--- config.mk ---
export PLATFORM = sky130hd
export DESIGN_NAME = instr_fetch_unit_flat
export DESIGN_NICKNAME = d
export VERILOG_FILES = /design/src/rtl/instr_fetch_unit_pkg.sv /design/src/rtl/instr_fetch_unit_if.sv /design/src/rtl/instr_fetch_unit_pc_reg.sv /design/src/rtl/instr_fetch_unit.sv /design/src/flat_wrapper.sv
export SDC_FILE = /design/constraint.sdc
export NUM_CORES = 1
export LEC_CHECK = 0
export CORE_ASPECT_RATIO = 0.6
export CORE_UTILIZATION = 47
export DETAILED_ROUTE_END_ITERATION = 10
export PLACE_DENSITY = 0.86
export SLEW_MARGIN = 25
export SYNTH_ARGS = -nofsm -noshare
export SYNTH_HDL_FRONTEND = slang
export SYNTH_HIERARCHICAL = 1
export SYNTH_SLANG_ARGS = --single-unit
--- constraint.sdc ---
create_clock -name clk -period 4.5 [get_ports clk]
set_input_delay 0.9 -clock clk [delete_from_list [all_inputs] [get_ports clk]]
set_output_delay 0.9 -clock clk [all_outputs]
set_load 0.02 [all_outputs]
--- src/rtl/instr_fetch_unit_pkg.sv ---
// rtl/instr_fetch_unit_pkg.sv - shared constants and types for the fetch stage
package fetch_pkg;

  localparam int PC_W_DEF  = 16;
  localparam int INS_W_DEF = 32;

  // Opcode occupies ins[INS_W-OP_MSB_OFS : INS_W-OP_LSB_OFS]
  localparam int OP_MSB_OFS = 1;
  localparam int OP_LSB_OFS = 6;
  localparam int OP_W       = OP_LSB_OFS - OP_MSB_OFS + 1;

  localparam logic [INS_W_DEF-1:0] NOP_INS = '0;

  typedef enum logic [1:0] {
    RUN   = 2'd0,
    HOLD  = 2'd1,
    FLUSH = 2'd2
  } fetch_state_t;

endpackage

--- src/rtl/instr_fetch_unit_if.sv ---
// rtl/instr_fetch_unit_if.sv - fetch stage control, program-memory and decode-side signals
interface instr_fetch_unit_if #(
  parameter int PC_W  = 16,
  parameter int INS_W = 32
);
  logic             stall;
  logic             stall_pm;
  logic             jmp_en;
  logic [PC_W-1:0]  jmp_addr;
  logic [PC_W-1:0]  pm_addr;
  logic [INS_W-1:0] pm_rdata;
  logic [INS_W-1:0] ins_out;
  logic [5:0]       op_out;
  logic [PC_W-1:0]  pc_out;
  logic             ins_valid;
`ifdef FETCH_STALL_CNT_EN
  logic [15:0]      stall_cnt;
`endif

  modport master (
    input  stall, stall_pm, jmp_en, jmp_addr, pm_rdata,
`ifdef FETCH_STALL_CNT_EN
    output stall_cnt,
`endif
    output pm_addr, ins_out, op_out, pc_out, ins_valid
  );

  modport slave (
    output stall, stall_pm, jmp_en, jmp_addr, pm_rdata,
`ifdef FETCH_STALL_CNT_EN
    input  stall_cnt,
`endif
    input  pm_addr, ins_out, op_out, pc_out, ins_valid
  );
endinterface

--- src/rtl/instr_fetch_unit_pc_reg.sv ---
// rtl/instr_fetch_unit_pc_reg.sv - program counter with load, hold and wrapping increment
module pc_reg #(
  parameter int              PC_W     = 16,
  parameter logic [PC_W-1:0] RESET_PC = '0
) (
  input  logic            clk,
  input  logic            reset,
  input  logic            load,
  input  logic [PC_W-1:0] load_addr,
  input  logic            hold,
  output logic [PC_W-1:0] pc
);

  // Load beats hold beats increment; the add naturally wraps modulo 2^PC_W
  always_ff @(posedge clk or posedge reset) begin
    if (reset)
      pc <= RESET_PC;
    else if (load)
      pc <= load_addr;
    else if (!hold)
      pc <= pc + 1'b1;
  end

endmodule

--- src/rtl/instr_fetch_unit.sv ---
// rtl/instr_fetch_unit.sv - fetch stage: PC, instruction register, bubble/flush control (optional FETCH_STALL_CNT_EN)
module instr_fetch_unit
  import fetch_pkg::*;
#(
  parameter int              PC_W     = PC_W_DEF,
  parameter int              INS_W    = INS_W_DEF,
  parameter logic [PC_W-1:0] RESET_PC = '0
) (
  input logic         clk,
  input logic         reset,
  instr_fetch_unit_if.master bus
);

  localparam logic [1:0] ST_RUN   = RUN;
  localparam logic [1:0] ST_HOLD  = HOLD;
  localparam logic [1:0] ST_FLUSH = FLUSH;

  logic [PC_W-1:0]  pc_q;
  logic [INS_W-1:0] ins_q;
  logic [PC_W-1:0]  pc_out_q;
  logic             valid_q;
  logic [1:0]       state;

  pc_reg #(
    .PC_W     (PC_W),
    .RESET_PC (RESET_PC)
  ) u_pc_reg (
    .clk       (clk),
    .reset     (reset),
    .load      (bus.jmp_en),
    .load_addr (bus.jmp_addr),
    .hold      (bus.stall),
    .pc        (pc_q)
  );

  // IR update and state tracking: jump > bubble > hold > normal fetch
  always_ff @(posedge clk or posedge reset) begin
    if (reset) begin
      ins_q    <= INS_W'(NOP_INS);
      pc_out_q <= '0;
      valid_q  <= 1'b0;
      state    <= ST_FLUSH;
    end else if (bus.jmp_en) begin
      ins_q   <= INS_W'(NOP_INS);
      valid_q <= 1'b0;
      state   <= ST_FLUSH;
    end else if (bus.stall_pm) begin
      ins_q   <= INS_W'(NOP_INS);
      valid_q <= 1'b0;
      state   <= ST_HOLD;
    end else if (bus.stall) begin
      // A hold straight out of FLUSH must keep reporting the bubble as invalid
      valid_q <= (state == ST_FLUSH) ? 1'b0 : valid_q;
      state   <= ST_HOLD;
    end else begin
      ins_q    <= bus.pm_rdata;
      pc_out_q <= pc_q;
      valid_q  <= 1'b1;
      state    <= ST_RUN;
    end
  end

  assign bus.pm_addr   = pc_q;
  assign bus.ins_out   = ins_q;
  assign bus.op_out    = ins_q[INS_W-OP_MSB_OFS : INS_W-OP_LSB_OFS];
  assign bus.pc_out    = pc_out_q;
  assign bus.ins_valid = valid_q;

`ifdef FETCH_STALL_CNT_EN
  logic [15:0] stall_cnt_q;

  // Saturating count of edges on which the stall block held or bubbled fetch
  always_ff @(posedge clk or posedge reset) begin
    if (reset)
      stall_cnt_q <= '0;
    else if ((bus.stall || bus.stall_pm) && !bus.jmp_en && (stall_cnt_q != 16'hFFFF))
      stall_cnt_q <= stall_cnt_q + 16'd1;
  end

  assign bus.stall_cnt = stall_cnt_q;
`endif

endmodule

--- src/flat_wrapper.sv ---
// flat-port wrapper written by rule: the top's interface ports become plain ports
module instr_fetch_unit_flat import fetch_pkg::*;
#(
  parameter int              PC_W     = PC_W_DEF,
  parameter int              INS_W    = INS_W_DEF,
  parameter logic [PC_W-1:0] RESET_PC = '0
)
  (clk, reset, bus_stall, bus_stall_pm, bus_jmp_en, bus_jmp_addr, bus_pm_rdata, bus_pm_addr, bus_ins_out, bus_op_out, bus_pc_out, bus_ins_valid);
  instr_fetch_unit_if #(.PC_W(PC_W), .INS_W(INS_W)) bus_i ();
  input logic clk;
  input logic reset;
  input wire logic [$bits(bus_i.stall)-1:0] bus_stall;
  input wire logic [$bits(bus_i.stall_pm)-1:0] bus_stall_pm;
  input wire logic [$bits(bus_i.jmp_en)-1:0] bus_jmp_en;
  input wire logic [$bits(bus_i.jmp_addr)-1:0] bus_jmp_addr;
  input wire logic [$bits(bus_i.pm_rdata)-1:0] bus_pm_rdata;
  output wire logic [$bits(bus_i.pm_addr)-1:0] bus_pm_addr;
  output wire logic [$bits(bus_i.ins_out)-1:0] bus_ins_out;
  output wire logic [$bits(bus_i.op_out)-1:0] bus_op_out;
  output wire logic [$bits(bus_i.pc_out)-1:0] bus_pc_out;
  output wire logic [$bits(bus_i.ins_valid)-1:0] bus_ins_valid;
  assign bus_i.stall = bus_stall;
  assign bus_i.stall_pm = bus_stall_pm;
  assign bus_i.jmp_en = bus_jmp_en;
  assign bus_i.jmp_addr = bus_jmp_addr;
  assign bus_i.pm_rdata = bus_pm_rdata;
  assign bus_pm_addr = bus_i.pm_addr;
  assign bus_ins_out = bus_i.ins_out;
  assign bus_op_out = bus_i.op_out;
  assign bus_pc_out = bus_i.pc_out;
  assign bus_ins_valid = bus_i.ins_valid;
  instr_fetch_unit #(.PC_W(PC_W), .INS_W(INS_W), .RESET_PC(RESET_PC)) u_core (.clk(clk), .reset(reset), .bus(bus_i));
endmodule
* Yosys cells after proc, flatten, opt, wreduce, memory -nomap -nowiden
Index checks and enable logic that the tools add are counted.
** Storage, ports and cells
- RAM bits :: 0
- Bits in registers :: 67
- Input bits :: 53
- Bits in latches :: 0
- ROM bits :: 0
- Memories kept :: 0
** Operators by class
- $lt $le $gt $ge :: 0
- Bitwise logic cells :: 3
- Shifts and indexed selects :: 0
- Add/subtract/negate cells :: 1
- Divide/modulo/power cells :: 0
- Eq/ne operators :: 4
- Reductions and logical operators :: 1
- Multipliers :: 0
- Mux-type cells :: 12
** Operators by type and width (count)
- $mux W32 :: 3
- $mux W16 :: 2
- $add A16 B1 Y16 const B :: 1
- $mux W1 :: 5
- $mux W2 :: 2
- $ne A4 B1 Y1 const B :: 1
- $ne A3 B1 Y1 const B :: 1
- $not A1 Y1 :: 3
- $reduce_and A3 Y1 :: 1
- $eq A2 B2 Y1 const B :: 1
- $ne A2 B1 Y1 const B :: 1

* Depth between registers and ports, before layout
- Depth in word-level cells :: 5
- Gate-level depth with buffers :: 5

* Cells and area by module
Netlist, hierarchy kept.
** By module, submodules not included
- instr_fetch_unit :: cells an instance 154, times used 1, seq. area each 1277.5 sq um, area an instance 2097.0 sq um
- pc_reg :: cells an instance 111, times used 1, seq. area each 400.4 sq um, area an instance 1007.2 sq um

* Worst setup path after synthesis
OpenSTA, ideal clock, no wires.
- Path type :: input to register
- Start point :: input port bus_jmp_en
- End point :: register u_core.pc_out_q[10], in the netlist u_core/bus.pc_out[10]
- Slack :: 2.544 ns
- Cell stages on the path :: 5
- Library setup time :: 0.125 ns
- Data arrival time :: 1.831 ns
- Cell sequence :: or2_1 buf_6 nor2_8 buf_12 mux2_4
** On the way
- Word-level cells in the longest chain between the ends :: 2
** Ends and longest elaborated chain
- start, declared :: RTL line flat_wrapper.sv:14 : input wire logic [$bits(bus_i.jmp_en)-1:0] bus_jmp_en;
- $not A1 Y1 (no line)
- $reduce_and A3 Y1 (no line)
- end signal, assigned :: RTL line instr_fetch_unit.sv:57 : pc_out_q <= pc_q;
- end, declared :: RTL line instr_fetch_unit.sv:20 : logic [PC_W-1:0] pc_out_q;
Every way passes these cells.
A chain may end at the register's enable or synchronous reset.

* Worst setup path in the final report
- Start point :: input port bus_jmp_en
- End point :: register u_core.pc_out_q[0], in the netlist u_core/bus.pc_out[0]
The elaborated chain is that of the path after synthesis.

==> results.md <==
- Input/output buffers: 123
- Die W: roughly 110 um
- CP delay by family, top: buffers and inverters
- FF+latch count, synth: 67
- Clock skew: 7.01 ps
- Remaining DRCs: 0
- Rows: 22
- Post-synth cell types: 40
- Final min period: 2550 ps
- Arrival @ worst endpoint: around 2800 ps
- Largest net degree at the start of global routing: 52
- WL per Instance: 16.2 um
- Die footprint: 6940 um2
- Final hold violation count: 0
- Share of layout cells above drive strength 1: 11.7%
- Required @ worst endpoint: around 4700 ps
- 1st-iter DRT viols: around 110
- Core area: around 6200 um2
- CP endpoint kind: flop
- Post-synth top area share: 53.2%
- Initial antenna violation count: 0
- Setup crit start kind: primary input
- Met3 GRT Util: 9.26%
- Crit-path max cell delay: 400 ps
- IO Pins: 124
- TritonCTS clock tree: built
- WHS: a little over 500 ps
- Clock Power Share: 31.5%
- Slew headroom: 43.0%
- Fmax: just under 400 MHz
- Post-CTS setup buffer count: 0
- Pre-CTS setup slack: 1590 ps
- Post-route ant nets: 0
- Post-synth ARST share: 100%
- Met2 Track Usage GR: 34.9%
- Sw frac: 27.8%
- Global route hottest layer: met2
- Mapped Nets: 319
- Max-Cap Viols: 0
- Post-CTS Hold Fix Bufs: 0
- Status: complete, no violations
- Yosys top cell by area: dfrtp_1
- Critical Path, Cell by Cell: clkdlybuf4s50_1 -> buf_4 -> or2_1 -> buf_4 -> nor2_8 -> mux2_2
- Cells after Synth: 265
- Mapped Avg Cell Area: 11.7 um2
- Endpoints failing setup: 0
- TritonCTS Buffers: 9
- Worst-path clk slew: 60 ps
- Gr ovfl total: 0
- Initial Utilization: 49.7%
- Vias in the first global route: 2,421
- H-tree Lvls: 3
- Antenna Diode Count: 0
- Layout area overhead: 45.9%
- Worst-Skew Late Latency: 350 ps
- P_int: 1.17 mW
- Post-cts repair resize count: 0
- Leak: 2.00 nW
- RSZ-0062 raised after global routing: false
- Critical path fanouts, max: 34
- Die Ht: 65.0 um
- Sequential share of power: 44.4%
- CP bufs+invs: 3
- Top cells by area, synth: dfrtp_1 53%, mux2i_1 11%, nor2_1 5.0%
- First-pass GRT wire length: 12.1 mm
- Commonest register cell after synthesis: dfrtp_1
- CTS root buf: clkbuf_8
- Final worst path period share: 56.6%
- Post-layout nets: 436
- Critical Path Most Common Cell: buf_4
- Worst vdd ir: 0.243 mV
- P per Cell Area: 357 nW/um2
- Via count: 2,491
- CP Class: in -> reg
- Sequential area share after synthesis: 54.1%
- First-pass detailed-route iteration total: 4
- GRT Overall Usage: 23.4%
- Hold WC Path Type: reg -> reg
- Worst-Margin Slew: 855 ps
- Syn Std Cell Area: 3100 um2
- Reg2reg setup slack: 2570 ps
- Max Slew Vio Count: 0
- Met1 GRT Util: about 31%
- Placer Congestion: 0.795
- Final setup margin: 1950 ps
- Max reg flops: 32
- Clock Tree Buf Depth: 2
- DRT Wirelength: 7.60 mm
- Comb pwr share: 24.1%
- Yosys warns: 6
- Setup TNS: 0 ps
- HPWL after DPL: 5.34 mm
- Vias per cell: 5.31
- Clock sinks: 67
- CP max stage cell: clkdlybuf4s50_1
- EDFF count, synth: 0
- Sw Pwr: 0.448 mW
through the flow:
| stage | instances | area [um2] | power [mW] | util, % |
|---|---|---|---|---|
| 6_report | 469 | 4530 | 1.61 | 72.5 |
| 5_1_grt | 469 | 4530 | 1.69 | 72.5 |
| 4_1_cts | 469 | 4530 | 1.63 | 72.4 |
| 3_5_place_dp | 455 | 4330 | 1.12 | 69.2 |
| 3_3_place_gp | 455 | 4330 | 1.11 | 69.2 |
| 2_1_floorplan | 265 | 3100 | 0.920 | - |
worst reg2reg max path: cells and delay by family, from the launching register on:
family	cells	cell delay, ps
flops	1	490
compound gates	1	210
simple gates	2	1140
routing by layer:
metal	share of wire, %	vias to the layer above
li1	-	1160
met1	44	1185
met2	46	127
met3	8.5	19
met4	1.8	0
met5	0	-
cell families after synthesis:
family | count (synthesis) | synth area share (%)
buffers and inverters | 26 | 4.96
AO/OA/AOI/OAI | 28 | 6.33
multiplexers | 49 | 17.7
XOR/XNOR | 4 | 1.13
adder cells (fa/ha/maj) | 1 | 0.403
AND/OR/NAND/NOR | 90 | 15.5
flip-flops | 67 | 54.1
placed cells by master, fill, tap and decap left out, drive strengths merged, types with 2 or more instances in the layout:
cell type	Yosys	layout
xnor2	2	2
clkbuf	6	12
o211ai	4	4
or3	2	2
nand4	4	4
nor2	42	42
and4b	2	2
buf	14	4
nand2	14	14
clkdlybuf4s50	0	122
mux2i	33	33
inv	6	5
o41ai	4	4
o311a	2	2
or4	5	5
dfrtp	66	66
a31oi	4	4
nor2b	5	5
xor2	2	2
or2	5	5
mux2	16	16
nand4b	2	2
nor3	2	2
o21ai	9	9
a221o	2	2
nand3	5	5
clkinv	0	2
power groups by stage:
| stage | logic [mW] | clock network (mW) | registers [mW] |
|---|---|---|---|
| CTS | 0.392 | 0.518 | 0.717 |
| global placement | 0.381 | 0 | 0.724 |
| finish | 0.388 | 0.509 | 0.717 |
| global route | 0.414 | 0.551 | 0.725 |
| detailed placement | 0.390 | 0 | 0.726 |
| floorplan | 0.134 | 0 | 0.786 |
cell type report:
type                    count  area (um2)
clock buffers              12         165
clock inverters             2        35.0
fillers                   451        1720
inverters                   6        23.8
multi-input cells         172        1270
flip-flops and latches     67        1680
well taps                  84         105
repair buffers            126        1250
worst paths after layout:
path	cells after the start	start	to
max in group asynchronous	2	reset	u_core/bus.pc_out[14]
setup / recovery	6	bus_jmp_en	u_core/bus.pc_out[0]
hold reg to reg	1	u_core/bus.pc_out[14]	u_core/bus.pc_out[14]
hold / removal	1	u_core/bus.pc_out[14]	u_core/bus.pc_out[14]
setup reg to reg	3	u_core/u_pc_reg/pc[2]	u_core/u_pc_reg/pc[15]
min in group asynchronous	2	reset	u_core/u_pc_reg/pc[5]
Yosys cell counts (all sizes together) (2+ instances only):
cell and n:
nor3 2, o21ai 9, o41ai 4, buf 14, or3 2, mux2 16
xor2 2, inv 6, clkbuf 6, nand4 4, dfrtp 66, xnor2 2
nor2b 5, o311a 2, or2 5, and4b 2, mux2i 33, a31oi 4
nand4b 2, nand3 5, or4 5, nand2 14, nor2 42, a221o 2
o211ai 4
Power figures use the tool's default switching activity.
